<file path="config.mk">
export PLATFORM = sky130hd
export DESIGN_NAME = ppf_commutator
export DESIGN_NICKNAME = d
export VERILOG_FILES = /design/src/rtl/ppf_pkg.sv /design/src/rtl/ppf_commutator.sv
export SDC_FILE = /design/constraint.sdc
export NUM_CORES = 1
export LEC_CHECK = 0
export ABC_AREA = 1
export CAP_MARGIN = 20
export CORE_UTILIZATION = 56
export DETAILED_ROUTE_END_ITERATION = 12
export PLACE_DENSITY = 0.8
export SLEW_MARGIN = 15
export SYNTH_ARGS = -nofsm -noshare
export SYNTH_HDL_FRONTEND = slang
export SYNTH_SLANG_ARGS = --single-unit
</file>
<file path="constraint.sdc">
create_clock -name clk_i -period 2.58 [get_ports clk_i]
set_clock_uncertainty 0.05 [all_clocks]
set_input_delay 0.516 -clock clk_i [delete_from_list [all_inputs] [get_ports clk_i]]
set_output_delay 0.516 -clock clk_i [all_outputs]
set_load 0.02 [all_outputs]
</file>
<file path="src/rtl/ppf_pkg.sv">
// Shared definitions for the polyphase filter bank front end.
// Holds the default lane count and sample width, the commutator state
// encoding, and the lane-mapping helper used by ppf_commutator.
package ppf_pkg;

    localparam int PPF_NUM_CH = 8;
    localparam int PPF_DATA_W = 32;

    typedef enum logic {
        SEEK = 1'b0,
        FILL = 1'b1
    } comm_state_t;

    // Block index to lane: reversed order is the standard PPF commutator,
    // where the oldest sample of a block lands in the highest branch.
    function automatic int unsigned lane_map(input int unsigned idx,
                                             input bit          reverse,
                                             input int unsigned num_ch = PPF_NUM_CH);
        return reverse ? (num_ch - 1 - idx) : idx;
    endfunction

endpackage

</file>
<file path="src/rtl/ppf_commutator.sv">
// Input commutator for ppf_top: deserialises one sample stream into NUM_CH
// parallel lanes and presents each complete block with a one-cycle
// data_valid_o pulse. A start-of-frame marker realigns the block boundary.
// Optional build macro PPF_COMMUTATOR_DROP_CNT_EN adds a saturating
// drop_cnt_o counter of discarded partial blocks and samples dropped in SEEK.
module ppf_commutator
    import ppf_pkg::*;
#(
    parameter int NUM_CH        = PPF_NUM_CH,
    parameter int DATA_W        = PPF_DATA_W,
    parameter int REVERSE_ORDER = 1,
    parameter int WAIT_SOF      = 1
) (
    input  logic                     clk_i,
    input  logic                     rst_i,
    input  logic                     sample_valid_i,
    input  logic [DATA_W-1:0]        sample_i,
    input  logic                     sof_i,
    output logic                     data_valid_o,
    output logic [NUM_CH*DATA_W-1:0] data_o,
    output logic                     sof_err_o,
`ifdef PPF_COMMUTATOR_DROP_CNT_EN
    output logic [15:0]              drop_cnt_o,
`endif
    output logic                     aligned_o
);

    localparam int                   IDX_W    = $clog2(NUM_CH);
    localparam logic [IDX_W-1:0]     IDX_LAST = IDX_W'(NUM_CH - 1);
    localparam comm_state_t          RST_STATE = (WAIT_SOF != 0) ? SEEK : FILL;

    comm_state_t              state_q, state_d;
    logic [IDX_W-1:0]         idx_q, idx_d;
    logic signed [DATA_W-1:0] bank_q [NUM_CH];
    logic signed [DATA_W-1:0] bank_d [NUM_CH];
    logic signed [DATA_W-1:0] data_q [NUM_CH];
    logic signed [DATA_W-1:0] data_d [NUM_CH];
    logic                     dvalid_q, dvalid_d;
    logic                     err_q, err_d;
    logic [IDX_W-1:0]         wr_lane;
    logic [IDX_W-1:0]         first_lane;

    // Lane targets for the current index and for block index 0.
    assign wr_lane    = IDX_W'(lane_map(32'(idx_q), REVERSE_ORDER != 0, NUM_CH));
    assign first_lane = IDX_W'(lane_map(32'd0, REVERSE_ORDER != 0, NUM_CH));

    // Next-state logic: alignment FSM, index counter, fill bank and output capture.
    always_comb begin
        state_d  = state_q;
        idx_d    = idx_q;
        bank_d   = bank_q;
        data_d   = data_q;
        dvalid_d = 1'b0;
        err_d    = 1'b0;
        if (sample_valid_i) begin
            unique case (state_q)
                SEEK: begin
                    if (sof_i) begin
                        bank_d[first_lane] = sample_i;
                        idx_d              = IDX_W'(1);
                        state_d            = FILL;
                    end
                end
                FILL: begin
                    if (sof_i && (idx_q != '0)) begin
                        // Realign: the partial block is abandoned, never presented.
                        bank_d[first_lane] = sample_i;
                        idx_d              = IDX_W'(1);
                        err_d              = 1'b1;
                    end else begin
                        bank_d[wr_lane] = sample_i;
                        if (idx_q == IDX_LAST) begin
                            // Last sample goes straight to the output with the rest of the bank.
                            data_d   = bank_d;
                            dvalid_d = 1'b1;
                            idx_d    = '0;
                        end else begin
                            idx_d = idx_q + IDX_W'(1);
                        end
                    end
                end
                default: state_d = RST_STATE;
            endcase
        end
    end

    // State, bank and output registers; reset clears everything.
    always_ff @(posedge clk_i) begin
        if (rst_i) begin
            state_q  <= RST_STATE;
            idx_q    <= '0;
            bank_q   <= '{default: '0};
            data_q   <= '{default: '0};
            dvalid_q <= 1'b0;
            err_q    <= 1'b0;
        end else begin
            state_q  <= state_d;
            idx_q    <= idx_d;
            bank_q   <= bank_d;
            data_q   <= data_d;
            dvalid_q <= dvalid_d;
            err_q    <= err_d;
        end
    end

    for (genvar k = 0; k < NUM_CH; k++) begin : g_pack
        assign data_o[k*DATA_W +: DATA_W] = data_q[k];
    end

    assign data_valid_o = dvalid_q;
    assign sof_err_o    = err_q;
    assign aligned_o    = (state_q == FILL);

`ifdef PPF_COMMUTATOR_DROP_CNT_EN
    logic        drop_ev;
    logic [15:0] drop_cnt_q, drop_cnt_d;

    // A drop event is either a sample discarded while seeking or a partial block abandoned.
    assign drop_ev = sample_valid_i &&
                     (((state_q == SEEK) && !sof_i) ||
                      ((state_q == FILL) && sof_i && (idx_q != '0)));

    // Saturating drop counter.
    always_comb begin
        drop_cnt_d = drop_cnt_q;
        if (drop_ev && (drop_cnt_q != 16'hFFFF)) begin
            drop_cnt_d = drop_cnt_q + 16'd1;
        end
    end

    // Drop counter register.
    always_ff @(posedge clk_i) begin
        if (rst_i) begin
            drop_cnt_q <= '0;
        end else begin
            drop_cnt_q <= drop_cnt_d;
        end
    end

    assign drop_cnt_o = drop_cnt_q;
`endif

endmodule
</file>
==> summary.txt <==
Synth
  • Syn_nets: 3983
  • Synth unique cells: 26
  • Most area-consuming cells after synthesis: dfxtp_1, nand2_1, inv_1, nor2_1, o21ai_0
  • Mapped Area: 23700 um2
  • Ys Warns: 0
  • Cells after Synth: 3944
  • Top cell type by total area after synthesis: dfxtp_1
  • Synth Area per Inst: 6.01 um2
  • FF+latch count, synth: 486
  • Register area share after synthesis: around two fifths
  • Synth top area share: 41.0%

Setup path
  • Cells along the critical path: clkdlybuf4s50_1
  • Crit-path slowest cell: clkdlybuf4s50_1
  • Startpoint types: flop
  • CP max FO: 2
  • Critical Path Max Stage Delay: around 770 ps
  • WP buf/inv: 1
  • Critical path type: reg2out
  • Worst Path Required: 2010 ps
  • Endpoint class of the critical path: primary output
  • Arrival @ worst endpoint: 1750 ps
  • CP top delay family: buffers and inverters

STA
  • Worst Max-Slew Pin Slew: approximately 660 ps
  • Slew HR: 56.1%
  • Fin. Hold Viols: 0
  • RSZ-0062 raised after global routing: no
  • Smallest hold slack: 429 ps
  • Slew Viols, Final: 0
  • Worst setup margin: 262 ps
  • Count of final setup violators: 0
  • Setup TNS Final: 0 ps
  • Achievable clock frequency: 431 MHz
  • Fin crit share: 89.8%
  • Final worst path period need: 2320 ps

Routing
  • Post-DR vias/cell: 4.84
  • Final Routed Wirelength: slightly below 70000 um
  • First DRT Iteration DRCs: 2025
  • Avg WL per Cell: 14.3 um
  • Vias: 22900
  • Residual DRC: 0
  • Final antenna-violating net count: 0
  • DRT Pass-1 Iters: 7

Layout
  • Commonest non-fill, non-tap cell in the layout: nand2_1
  • Commonest cells after routing, fill and taps aside: nand2_1, inv_1, nor2_1
  • Register Area: a little under 10000 um2
  • Fillcell total: 3691
  • Fin util: 69.4%
  • Nets: about 4200
  • Area grow syn2layout: 22.5%
  • Area of the multi-input gates: 10000 um2
  • Layout cells sized above 1: 4.61%

Clock tree
  • CTS Buffer Depth: 3
  • CTS buffer count: slightly above 50
  • Clk sinks: about 500
  • Htree depth: 2
  • Clk slew on worst S/H paths: 60 ps
  • CTS Hold Bufs: 0
  • Worst-Skew Late Latency: 590 ps
  • CTS tree: built
  • Root Buffer: clkbuf_16
  • # resized after CTS: 0
  • Number of post-CTS setup repair buffers: 0

Run
  • Max Cap Violations: 0

Global route
  • Largest net degree at the start of global routing: 100
  • Grt total ovfl: 0
  • All-layer global routing usage: 31.0%
  • Vias in the first global route: 20400
  • Initial antenna violation count: 4
  • First-pass GRT wire length: 108000 um

Pwr
  • Lkg Pwr: 14.0 nW
  • Seq pwr share: a little over two fifths
  • Switching share of power: roughly a quarter
  • Int Power: 13.3 mW
  • Total chip power: about 18 mW
  • Power density cells: between 600 and 700 nW/um2
  • Switch Pwr: 4.61 mW
  • Peak supply drop: 0.503 mV
  • Comb pwr share: 11.1%
  • Clk pwr share: 45.1%

Placed design
  • RD Place Congestion: between 0.8 and 0.9
  • DP Wirelength: between 40000 and 50000 um
  • I/O Buffers: about 300
  • Post-Place Worst Slack: roughly 250 ps

Die
  • Die W: 208 um
  • Initial core utilization: between 50 and 60%
  • Ports: 295
  • Die Y: 208 um
  • Core area: around 42000 um2
  • FP Rows: 75
  • Die ar.: 43200 um2

Status
  • Status: finished clean

Hold path
  • Min-delay worst type: reg2reg
-- power by group through the flow --
stage | Sequential (mW) | Combinational [mW] | Clock, mW
after floorplan | 7.97 | 1.37 | 0
after global placement | 7.98 | 1.91 | 0
after detailed placement | 7.99 | 1.94 | 0
after CTS | 7.83 | 1.95 | 8.15
after global routing | 7.85 | 2.22 | 8.43
final | 7.83 | 1.98 | 8.07
-- cells in the mapped netlist --
master,number
nand2_1,1321
inv_1,759
nor2_1,642
dfxtp_1,486
o21ai_0,237
nand3_1,130
buf_2,127
a21oi_1,100
clkbuf_1,68
o21ai_1,22
buf_4,17
buf_1,8
buf_6,6
inv_2,4
nand3_2,4
ha_1,3
a31oi_1,1
clkbuf_2,1
inv_4,1
nand2_2,1
nand2_4,1
nand2_8,1
nand3_4,1
nand3b_4,1
nor2_8,1
nor3_1,1
-- cell families (layout without fill, tap and decap cells) --
kind of cell | after synthesis | count (layout) | share of synthesized area (%)
compound gates | 360 | 360 | 7.60
fa+ha+maj | 3 | 3 | 0.158
buf+inv | 991 | 1233 | 16.8
flops | 486 | 486 | 41.0
other cells | 0 | 1 | 0
simple gates | 2104 | 2104 | 34.4
-- cell type report --
cell class,instances,share of cell area (%)
timing repair buffer,374,13.4
antenna,1,0.00861
tap,539,2.32
multi-input combinational,2467,34.5
clock inverter,25,1.15
clock buffer,70,5.23
inverter,764,9.93
sequential,486,33.5
-- state kept, by name, indices dropped and copies added (netlist names) --
| signal | count |
|---|---|
| aligned_o | 1 |
| bank_q | 224 |
| idx_q | 3 |
| data_valid_o | 1 |
| data_o | 256 |
| sof_err_o | 1 |
-- path summary, 6_finish.rpt --
path / startpoint / to / slack, ps / cells after the start
setup / recovery: data_o[163] / data_o[163] / 260 / 1
setup reg to reg: idx_q[2] / data_o[119] / 470 / 7
hold / removal: bank_q[183] / bank_q[183] / 430 / 2
hold reg to reg: bank_q[183] / bank_q[183] / 430 / 2
-- metal layers --
layer	vias up	global-route usage, %	part of all wire, %
met4	2	14.5	4.3
met3	173	4.95	7.3
met5	-	0	0.019
met2	800	49.9	45
li1	11900	-	-
met1	10000	40.7	44
-- per-stage QoR --
stage	instance area [um2]	cells
floorplan	23700	3944
global placement	27200	4630
detailed placement	27200	4630
CTS	29100	4725
global route	29100	4726
finish	29100	4726
-- tightest hold or removal path: stages (launching register included) --
cell and delay [ps]:
dfxtp_1 320, nor2_1 40, nor2_1 80
Power figures use the tool's default switching activity.
